===== src/rtl/polilobinho_pkg.sv =====
// rtl/polilobinho_pkg.sv - shared game FSM state codes, LED colours and LED display modes
//
// Purpose: common definitions for the game-status RGB LED path.
//   - State codes INICIAL..LOBO_GANHOU as driven on the game FSM db_estado bus.
//   - Colour constants, bit order {R,G,B}.
//   - 2-bit LED display mode encoding (also the modo_q FSM state encoding).
//   - mapa_estado(): state code -> {colour, entry mode}.
// Ports: none (package).
package polilobinho_pkg;

   localparam logic [4:0] INICIAL            = 5'd0;
   localparam logic [4:0] PREPARA            = 5'd1;
   localparam logic [4:0] ESPERA_JOGADORES   = 5'd2;
   localparam logic [4:0] SORTEIA_PAPEIS     = 5'd3;
   localparam logic [4:0] MOSTRA_PAPEL       = 5'd4;
   localparam logic [4:0] NOITE              = 5'd5;
   localparam logic [4:0] LOBO_ESCOLHE       = 5'd6;
   localparam logic [4:0] ESPERA_LOBO        = 5'd7;
   localparam logic [4:0] MEDICO_ESCOLHE     = 5'd8;
   localparam logic [4:0] ESPERA_MEDICO      = 5'd9;
   localparam logic [4:0] RESOLVE_NOITE      = 5'd10;
   localparam logic [4:0] ANUNCIAR_MORTE     = 5'd11;
   localparam logic [4:0] VERIFICA_FIM_NOITE = 5'd12;
   localparam logic [4:0] DIA                = 5'd13;
   localparam logic [4:0] DISCUSSAO          = 5'd14;
   localparam logic [4:0] VOTACAO            = 5'd15;
   localparam logic [4:0] PROCESSA_VOTO      = 5'd16;
   localparam logic [4:0] VERIFICA_FIM_DIA   = 5'd17;
   localparam logic [4:0] ELIMINA            = 5'd18;
   localparam logic [4:0] ANUNCIA_ELIMINADO  = 5'd19;
   localparam logic [4:0] LOBO_PERDEU        = 5'd20;
   localparam logic [4:0] LOBO_GANHOU        = 5'd21;

   localparam logic [2:0] COR_OFF    = 3'b000;
   localparam logic [2:0] COR_RED    = 3'b100;
   localparam logic [2:0] COR_GREEN  = 3'b010;
   localparam logic [2:0] COR_BLUE   = 3'b001;
   localparam logic [2:0] COR_PURPLE = 3'b101;
   localparam logic [2:0] COR_YELLOW = 3'b110;
   localparam logic [2:0] COR_CYAN   = 3'b011;
   localparam logic [2:0] COR_WHITE  = 3'b111;

   localparam logic [1:0] MODO_OFF       = 2'd0;
   localparam logic [1:0] MODO_STEADY    = 2'd1;
   localparam logic [1:0] MODO_BLINK_ON  = 2'd2;
   localparam logic [1:0] MODO_BLINK_OFF = 2'd3;

   typedef struct packed {
      logic [2:0] cor;
      logic [1:0] modo;
   } mapa_t;

   // Codes above the 5-bit range are unused by the game FSM and show dark.
   function automatic mapa_t mapa_estado(input logic [31:0] codigo);
      mapa_t m;
      m.cor  = COR_OFF;
      m.modo = MODO_OFF;
      if (codigo[31:5] == 27'd0) begin
         case (codigo[4:0])
            NOITE, LOBO_ESCOLHE, ESPERA_LOBO, MEDICO_ESCOLHE,
            ESPERA_MEDICO, RESOLVE_NOITE, ELIMINA: begin
               m.cor  = COR_PURPLE;
               m.modo = MODO_STEADY;
            end
            ANUNCIAR_MORTE: begin
               m.cor  = COR_RED;
               m.modo = MODO_STEADY;
            end
            DIA, DISCUSSAO, ANUNCIA_ELIMINADO: begin
               m.cor  = COR_CYAN;
               m.modo = MODO_STEADY;
            end
            VOTACAO: begin
               m.cor  = COR_BLUE;
               m.modo = MODO_STEADY;
            end
            PROCESSA_VOTO: begin
               m.cor  = COR_BLUE;
               m.modo = MODO_BLINK_ON;
            end
            LOBO_PERDEU: begin
               m.cor  = COR_GREEN;
               m.modo = MODO_BLINK_ON;
            end
            LOBO_GANHOU: begin
               m.cor  = COR_RED;
               m.modo = MODO_BLINK_ON;
            end
            INICIAL, PREPARA, ESPERA_JOGADORES, SORTEIA_PAPEIS,
            MOSTRA_PAPEL, VERIFICA_FIM_NOITE, VERIFICA_FIM_DIA: begin
               m.cor  = COR_OFF;
               m.modo = MODO_OFF;
            end
            default: begin
               m.cor  = COR_OFF;
               m.modo = MODO_OFF;
            end
         endcase
      end
      return m;
   endfunction

endpackage


===== src/rtl/rgb_pwm.sv =====
// rtl/rgb_pwm.sv - free-running PWM counter and brightness comparator for the RGB LED
//
// Purpose: shared brightness gate for all three LED channels.
// Ports:
//   clock    in  1      system clock, rising edge
//   reset_n  in  1      asynchronous active-low reset
//   brilho   in  PWM_W  brightness; 0 = dark, all-ones = always on
//   pwm_on   out 1      channel enable for the current PWM slot
module rgb_pwm #(
   parameter int PWM_W = 8
) (
   input  logic             clock,
   input  logic             reset_n,
   input  logic [PWM_W-1:0] brilho,
   output logic             pwm_on
);

   logic [PWM_W-1:0] pwm_cnt_q;
   logic [PWM_W-1:0] pwm_cnt_d;

   always_comb begin
      pwm_cnt_d = pwm_cnt_q + 1'b1;
   end

   always_ff @(posedge clock or negedge reset_n) begin
      if (!reset_n) begin
         pwm_cnt_q <= '0;
      end else begin
         pwm_cnt_q <= pwm_cnt_d;
      end
   end

   // The counter never reaches 2^PWM_W, so all-ones brightness needs the
   // explicit override to be continuously on.
   assign pwm_on = (pwm_cnt_q < brilho) || (&brilho);

endmodule


===== src/rtl/rgb_estado_driver.sv =====
// rtl/rgb_estado_driver.sv - game FSM state to dimmable, blinking RGB LED driver
//
// Purpose: registers db_estado, maps it to a base colour and display mode
// (off / steady / blink) and drives the PWM-gated LED channels.
// Optional feature: define RGB_FLASH_EN to show a white flash of FLASH_CYCLES
// cycles on every state change (blink counter held during the flash).
// Ports:
//   clock         in  1         system clock, rising edge
//   reset_n       in  1         asynchronous active-low reset
//   db_estado     in  ESTADO_W  game FSM state code
//   brilho        in  PWM_W     LED brightness
//   RGB_estado    out 3         PWM-modulated LED drive {R,G,B}, registered
//   cor_base      out 3         unmodulated colour of the current state
//   mudou_estado  out 1         one-cycle pulse on a registered state change
module rgb_estado_driver
   import polilobinho_pkg::*;
#(
   parameter int ESTADO_W     = 5,
   parameter int PWM_W        = 8,
   parameter int BLINK_DIV    = 25_000_000,
   parameter int FLASH_CYCLES = 5_000_000
) (
   input  logic                clock,
   input  logic                reset_n,
   input  logic [ESTADO_W-1:0] db_estado,
   input  logic [PWM_W-1:0]    brilho,
   output logic [2:0]          RGB_estado,
   output logic [2:0]          cor_base,
   output logic                mudou_estado
);

   localparam int BLINK_W = $clog2(BLINK_DIV);
   localparam logic [BLINK_W-1:0] BLINK_ULT = BLINK_W'(BLINK_DIV - 1);

   logic [ESTADO_W-1:0] estado_q, estado_d;
   logic [ESTADO_W-1:0] estado_ant_q, estado_ant_d;
   logic                mudou_q, mudou_d;
   logic [2:0]          cor_base_q, cor_base_d;
   logic [1:0]          modo_q, modo_d;
   logic [BLINK_W-1:0]  blink_cnt_q, blink_cnt_d;
   logic                blink_fase_q, blink_fase_d;
   logic [2:0]          rgb_q, rgb_d;

   logic                pwm_on;
   logic                blink_wrap;
   logic                flash_ativo;
   logic [2:0]          cor_vis;
   mapa_t               mapa;

   rgb_pwm #(
      .PWM_W (PWM_W)
   ) u_pwm (
      .clock   (clock),
      .reset_n (reset_n),
      .brilho  (brilho),
      .pwm_on  (pwm_on)
   );

`ifdef RGB_FLASH_EN
   localparam int FLASH_W = $clog2(FLASH_CYCLES + 1);
   localparam logic [FLASH_W-1:0] FLASH_CARGA = FLASH_W'(FLASH_CYCLES);

   logic [FLASH_W-1:0] flash_cnt_q, flash_cnt_d;

   always_comb begin
      flash_cnt_d = flash_cnt_q;
      if (mudou_d) begin
         flash_cnt_d = FLASH_CARGA;
      end else if (flash_cnt_q != '0) begin
         flash_cnt_d = flash_cnt_q - 1'b1;
      end
   end

   always_ff @(posedge clock or negedge reset_n) begin
      if (!reset_n) begin
         flash_cnt_q <= '0;
      end else begin
         flash_cnt_q <= flash_cnt_d;
      end
   end

   assign flash_ativo = (flash_cnt_q != '0);
`else
   assign flash_ativo = 1'b0;
`endif

   // mudou_d is the combinational change detect; every state-change side
   // effect (colour, mode, blink restart, flash load) is taken on the same
   // edge that raises mudou_estado, so RGB_estado follows one cycle later.
   always_comb begin
      estado_d     = db_estado;
      estado_ant_d = estado_q;
      mudou_d      = (estado_q != estado_ant_q);
      mapa         = mapa_estado(32'(estado_q));
      cor_base_d   = mapa.cor;
      blink_wrap   = (blink_cnt_q == BLINK_ULT);

      // A change on the same cycle as a wrap wins: restart lit from zero.
      blink_cnt_d  = blink_cnt_q;
      blink_fase_d = blink_fase_q;
      if (mudou_d) begin
         blink_cnt_d  = '0;
         blink_fase_d = 1'b1;
      end else if (!flash_ativo) begin
         if (blink_wrap) begin
            blink_cnt_d  = '0;
            blink_fase_d = ~blink_fase_q;
         end else begin
            blink_cnt_d  = blink_cnt_q + 1'b1;
         end
      end

      modo_d = modo_q;
      if (mudou_d) begin
         modo_d = mapa.modo;
      end else if (!flash_ativo && blink_wrap) begin
         case (modo_q)
            MODO_BLINK_ON:  modo_d = MODO_BLINK_OFF;
            MODO_BLINK_OFF: modo_d = MODO_BLINK_ON;
            default:        modo_d = modo_q;
         endcase
      end

      case (modo_q)
         MODO_STEADY:    cor_vis = cor_base_q;
         MODO_BLINK_ON,
         MODO_BLINK_OFF: cor_vis = cor_base_q & {3{blink_fase_q}};
         default:        cor_vis = COR_OFF;
      endcase
      if (flash_ativo) begin
         cor_vis = COR_WHITE;
      end

      rgb_d = cor_vis & {3{pwm_on}};
   end

   always_ff @(posedge clock or negedge reset_n) begin
      if (!reset_n) begin
         estado_q     <= '0;
         estado_ant_q <= '0;
         mudou_q      <= 1'b0;
         cor_base_q   <= COR_OFF;
         modo_q       <= MODO_OFF;
         blink_cnt_q  <= '0;
         blink_fase_q <= 1'b1;
         rgb_q        <= COR_OFF;
      end else begin
         estado_q     <= estado_d;
         estado_ant_q <= estado_ant_d;
         mudou_q      <= mudou_d;
         cor_base_q   <= cor_base_d;
         modo_q       <= modo_d;
         blink_cnt_q  <= blink_cnt_d;
         blink_fase_q <= blink_fase_d;
         rgb_q        <= rgb_d;
      end
   end

   assign RGB_estado   = rgb_q;
   assign cor_base     = cor_base_q;
   assign mudou_estado = mudou_q;

endmodule


===== config.mk =====
export PLATFORM = sky130hd
export DESIGN_NAME = rgb_estado_driver
export DESIGN_NICKNAME = d
export VERILOG_FILES = /design/src/rtl/polilobinho_pkg.sv /design/src/rtl/rgb_pwm.sv /design/src/rtl/rgb_estado_driver.sv
export SDC_FILE = /design/constraint.sdc
export NUM_CORES = 1
export LEC_CHECK = 0
export BUFFER_PORTS_ARGS = -buffer_cell sky130_fd_sc_hd__buf_2
export CAP_MARGIN = 30
export CORE_AREA = 4 4 98 100
export DETAILED_ROUTE_END_ITERATION = 7
export DIE_AREA = 0 0 102 104
export PLACE_DENSITY_LB_ADDON = 0.2
export SLEW_MARGIN = 20
export SYNTH_ARGS = -nofsm -noshare
export SYNTH_HDL_FRONTEND = slang
export SYNTH_SLANG_ARGS = --single-unit

===== constraint.sdc =====
create_clock -name clock -period 2.15 [get_ports clock]
set_clock_uncertainty 0.05 [all_clocks]
set_input_delay 0 -clock clock [delete_from_list [all_inputs] [get_ports clock]]
set_output_delay 0 -clock clock [all_outputs]
set_load 0.005 [all_outputs]

# After elaboration in Yosys (flattened, before gate mapping)
# Memories as Yosys holds them, arrays and structs flattened.
# Index checks and enable logic that the tools add are counted.
word_totals:
  latch_bits: 0
  memories: 1
  mem_bits_rw: 0
  input_bits: 15
  output_inout_bits: 7
  rom_bits: 160
  regBits: 53
memory_table:
  columns: ["name", "depth", "word_bits", "rd", "rd_clocked_by_memory_dff", "wr", "line", "source"]
  rows:
  - ["(name not given)", 32, 5, 1, 0, 0, "polilobinho_pkg.sv:59", "case (codigo[4:0])"]
op_classes:
  n_shift: 0
  n_reduce_logical: 6
  add_sub_neg: 2
  order_cmp: 1
  muxes: 8
  n_eq_ne: 5
  div_mod_pow: 0
  n_mul: 0
  bitwise_logic: 3
ops:
  columns: ["op", "n"]
  rows:
  - ["$mux W25", 2]
  - ["$add A25 B1 Y25 const B", 1]
  - ["$eq A25 B25 Y1 const B", 1]
  - ["$add A8 B1 Y8 const B", 1]
  - ["$lt A8 B8 Y1", 1]
  - ["$reduce_and A8 Y1", 1]
  - ["$and A3 B3 Y3", 2]
  - ["$pmux W3 S2", 1]
  - ["$ne A5 B5 Y1", 1]
  - ["$eq A2 B2 Y1 const B", 2]
  - ["$mux W2", 2]
  - ["$pmux W2 S2", 1]
  - ["$reduce_bool A3 Y1", 1]
  - ["$eq A2 B1 Y1 const B", 1]
  - ["$mux W1", 2]
  - ["$reduce_and A2 Y1", 1]
  - ["$reduce_bool A2 Y1", 1]
  - ["$reduce_or A2 Y1", 1]
  - ["$logic_or A1 B1 Y1", 1]
  - ["$not A1 Y1", 1]

# Depth between registers and ports, before layout
depth:
  ltp_word: 4
  mapped_depth: 8
  ltp_nobuf: 7

# Hierarchy
# A second synthesis with hierarchy kept.
hier_totals:
  hier_cells: 266
  hier_area_um2: 2801.4
by_module_without_submodules:
  columns: ["module", "instances", "area_per_inst_um2", "cells_per_inst"]
  rows:
  - ["rgb_estado_driver", 1, 2298.5, 217]
  - ["rgb_pwm", 1, 503.0, 49]

# Worst setup path after synthesis
# No wires, ideal clock.
synth_timing:
  kind: "reg-to-reg"
  from: "register blink_cnt_q[0]"
  to: "register blink_cnt_q[19]"
  required_time_ps: 1981
  setup_time_ps: 119
  stages_incl_launch_ff: 9
  t_arrival_ps: 1747
  path_slack_ps: 234
  path_buffers: 2
  synth_period_minus_slack_ps: 1916
  path_cell_list: "dfrtp_1 -> ha_1 -> nand2_2 -> or3_4 -> or3b_4 -> nand2b_2 -> buf_6 -> buf_6 -> nor2_1"
synth_via:
  elab_chain_len: 3
  elab_cells_between_ends: 4
  cone_classes: "add/sub (1); eq/ne (1); mux (2)"
synth_rtl:
  columns: ["element", "line", "source"]
  rows:
  - ["from (decl)", "rgb_estado_driver.sv:40", "logic [BLINK_W-1:0] blink_cnt_q, blink_cnt_d;"]
  - ["from (signal assigned)", "rgb_estado_driver.sv:153", "blink_cnt_q <= blink_cnt_d;"]
  - ["$add A25 B1 Y25 / $eq A25 B25 Y1 (equally long branches)", "rgb_estado_driver.sv:109, rgb_estado_driver.sv:96", null]
  - ["$mux W25 *", "rgb_estado_driver.sv:105", "if (blink_wrap) begin"]
  - ["$mux W25 *", "rgb_estado_driver.sv:101", "if (mudou_d) begin"]
  - ["net blink_cnt_d[19]", "rgb_estado_driver.sv:40", null]
# The timed path passes the listed nets; every way through them passes the cells marked *.
# A chain may end at the register's enable or synchronous reset.

# Worst setup path after layout
# Ends and elaborated chain as after synthesis.

==> results by group <==
Run status
  • Status: finished, final reports clean

Setup path
  • Largest stage delay on the critical path: between 0.3 and 0.4 ns
  • Worst Path Max Fanout: 24
  • Worst R2R End: blink_cnt_q[19]
  • CP Launch Type: flip-flop
  • Worst r2r path cells: 7
  • Kind of critical path: flip-flop to flip-flop
  • Reg-to-Reg Start: blink_cnt_q[0]
  • FF-to-FF setup slack: about 0.18 ns
  • Slowest CP cell: or3b_4
  • Worst Path Required: about 2.3 ns
  • Worst path cell trace: ha_1, nand2_2, or3_4, or3b_4, nand2b_2, buf_12, nor2_1
  • WP data arrival: approximately 2.1 ns
  • Crit. End Element: flip-flop

Finish
  • Fin area: 3000 sq um
  • Final nets: slightly above 300
  • Layout cells sized above 1: about 15%
  • FILL cells: between 900 and 1000
  • # diodes: 0
  • Layout Area Growth over Synthesis: 15.8%

GRT
  • GRT Residual Overflow: 0
  • Met1 Usage GRT: approximately an eighth
  • Busiest grt layer: met2
  • Vias in the first global route: around 1800
  • First-pass GRT wire length: 8.28 mm
  • Routing usage on met3: about 2.4%
  • M2 GR Usage: 14.6%
  • Gr usage total: under 10%
  • Pin count of the biggest net entering global routing: 27
  • Antenna violations before repair: 0

Timing
  • Final period utilization: slightly above 90%
  • Fin Hold WS: between 0.15 and 0.2 ns
  • TNS Setup: 0 ns
  • Min Clock Period, post-route: 1.97 ns
  • Final setup fails: 0
  • RSZ-0062 raised after global routing: no
  • Max_slew headroom: roughly 60%
  • Setup slack after layout: approximately 0.18 ns
  • Slew Viols, Final: 0
  • Worst-Margin Slew: 0.593 ns
  • Final hold vios: 0
  • Fmax: ~510 MHz

Yosys
  • EDFF count, synth: 0
  • Sequential area share after synthesis: 51.2%
  • Most common cell in the netlist: dfrtp_1
  • Top_reg_cell synth: dfrtp_1
  • Synthesized flop and latch total: between 50 and 60
  • Netlist cell types: 37
  • Syn Area/Cell: 10.6 sq um
  • Ys async rst share: 100%
  • Top cells by area, synth: dfrtp_1, xor2_1, ha_1, xnor2_1, nor2_1
  • YS warnings: 0
  • Post-Syn Area: between 2000 and 3000 sq um
  • Synth top cells by count: dfrtp_1, nor2_1, xor2_1
  • Synth top area share: 50.2%
  • Net count after synthesis: approximately 270
  • Cell count after synthesis: ~240
  • Area leader, netlist: dfrtp_1

Power
  • Leak Pwr: between 1 and 1.5 nW
  • Pwr dens: just under 600 nW/um^2
  • Peak supply drop: around 0.00029 V

Route
  • Via count: about 1800
  • # DRC: 0
  • Number of iterations in the first detailed-routing pass: 4
  • Detail-routed via count per cell: around 4.5
  • Iteration-0 DRC Markers: 96
  • WL final: ~4.7 mm
  • Routed wire length per instance: 12.1 um
  • Final ANT Viol Nets: 0

Worst hold path
  • Hold WC Path Type: primary input to async pin

Floorplanning
  • Chip Height: approximately 100 um
  • Die area: roughly 11000 sq um
  • Ports: 22
  • Site Rows: 34
  • Core area: approximately 8700 sq um
  • Die Span X: 102 um
  • Starting Density: between 20% and 30%

Clocking
  • Sinks on the clock net: 53
  • Worst-path clk slew: 0.10 ns
  • CTS resizes: 0
  • TritonCTS clock tree: built
  • Clk Latency, worst-skew pair: between 0.3 and 0.4 ns
  • Buffer depth of the longest clock path: 2
  • CTS H-tree depth: 2
  • Root Buffer: clkbuf_8
  • CTS Buf Count: 5

Run
  • Max cap viols: 0

Placement
  • Area after DPL: around 2800 sq um
  • Dpl ws: ~0.18 ns
  • Port Buffer Count: 21
  • HPWL after detailed placement: roughly 3.3 mm
  • GPL Wtd Cong: approximately 0.69
## power breakdown
group,leakage (nW),internal (W),total [W],switching [W]
registers,0.689,0.00102,0.00103,0.0000181
logic,0.590,0.0000567,0.000119,0.0000625
clock network,0.0518,0.000268,0.000602,0.000334
total,1.33,0.00134,0.00176,0.000415
## cell families after synthesis
family,after synthesis,share of synthesized area [%]
simple gates,102,20.7
flops,53,51.2
xor+xnor,36,12.2
buf+inv,20,3.76
compound gates,15,3.81
fa+ha+maj,14,6.75
mux,4,1.64
## state kept, by name (all words and copies together), names as in the netlist
| name | flops |
|---|---|
| blink_fase_q | 1 |
| modo_q | 2 |
| estado_ant_q | 5 |
| estado_ant_d | 5 |
| RGB_estado | 3 |
| cor_base | 3 |
| mudou_estado | 1 |
| u_pwm.pwm_cnt_q | 8 |
| blink_cnt_q | 25 |
## worst max-delay path: cells and delay by family (launching register included)
kind / cells / cell delay [ns]
buffers and inverters: 1 / 0.17
and+or+nand+nor: 5 / 1.02
DFF: 1 / 0.38
adders and majority gates: 1 / 0.24
## area by class of cell
class | instances | area (sq um) | share of cell area (%)
clock inverters | 2 | 17.5 | 0.583
flip-flops and latches | 53 | 1330 | 44.2
well taps | 108 | 135 | 4.50
repair buffers | 32 | 215 | 7.17
multi-input cells | 171 | 1170 | 38.9
inverters | 15 | 56.3 | 1.88
clock buffers | 6 | 82.6 | 2.75
## worst max-delay path by stage
stage,from,slack (ns),depth (start not counted),endpoint
after floorplan,blink_cnt_q[0],0.23,8,blink_cnt_q[19]
after global placement,blink_cnt_q[0],0.21,7,blink_cnt_q[22]
after detailed placement,blink_cnt_q[0],0.18,7,blink_cnt_q[19]
after CTS,blink_cnt_q[0],0.16,7,blink_cnt_q[19]
after global routing,blink_cnt_q[0],0.04,7,blink_cnt_q[4]
final,blink_cnt_q[0],0.18,7,blink_cnt_q[19]
## layer usage
metal / vias up / wire, um
met3: 7 / 186
met2: 27 / 2100
met4: 0 / 82
li1: 895 / -
met5: - / 0
met1: 826 / 2330
## layout by cell type (no fill, tap or decap), types with 4 or more instances in the layout
master	instances
dfrtp_1	52
nor2_1	34
xor2_1	21
buf_2	21
inv_1	15
xnor2_1	15
nand2_1	15
ha_1	14
nand3_1	12
nand4_1	11
clkbuf_8	6
dlygate4sd3_1	6
and4_1	5
and3_1	5
nor3_1	4
nand2b_1	4
buf_4	4
## through the flow
stage	util, %	std cells	total power [W]
after floorplan	-	244	0.00111
after global placement	32.8	373	0.00117
after detailed placement	32.8	373	0.00117
after CTS	34.6	387	0.00178
after global routing	34.6	387	0.00185
final	34.6	387	0.00176
## repair_timing
item                                   in CTS  in global routing
endpoints found under the hold margin      29                  0
hold buffers                                6                  0
buffers inserted                            0                  0
Power figures use the tool's default switching activity.
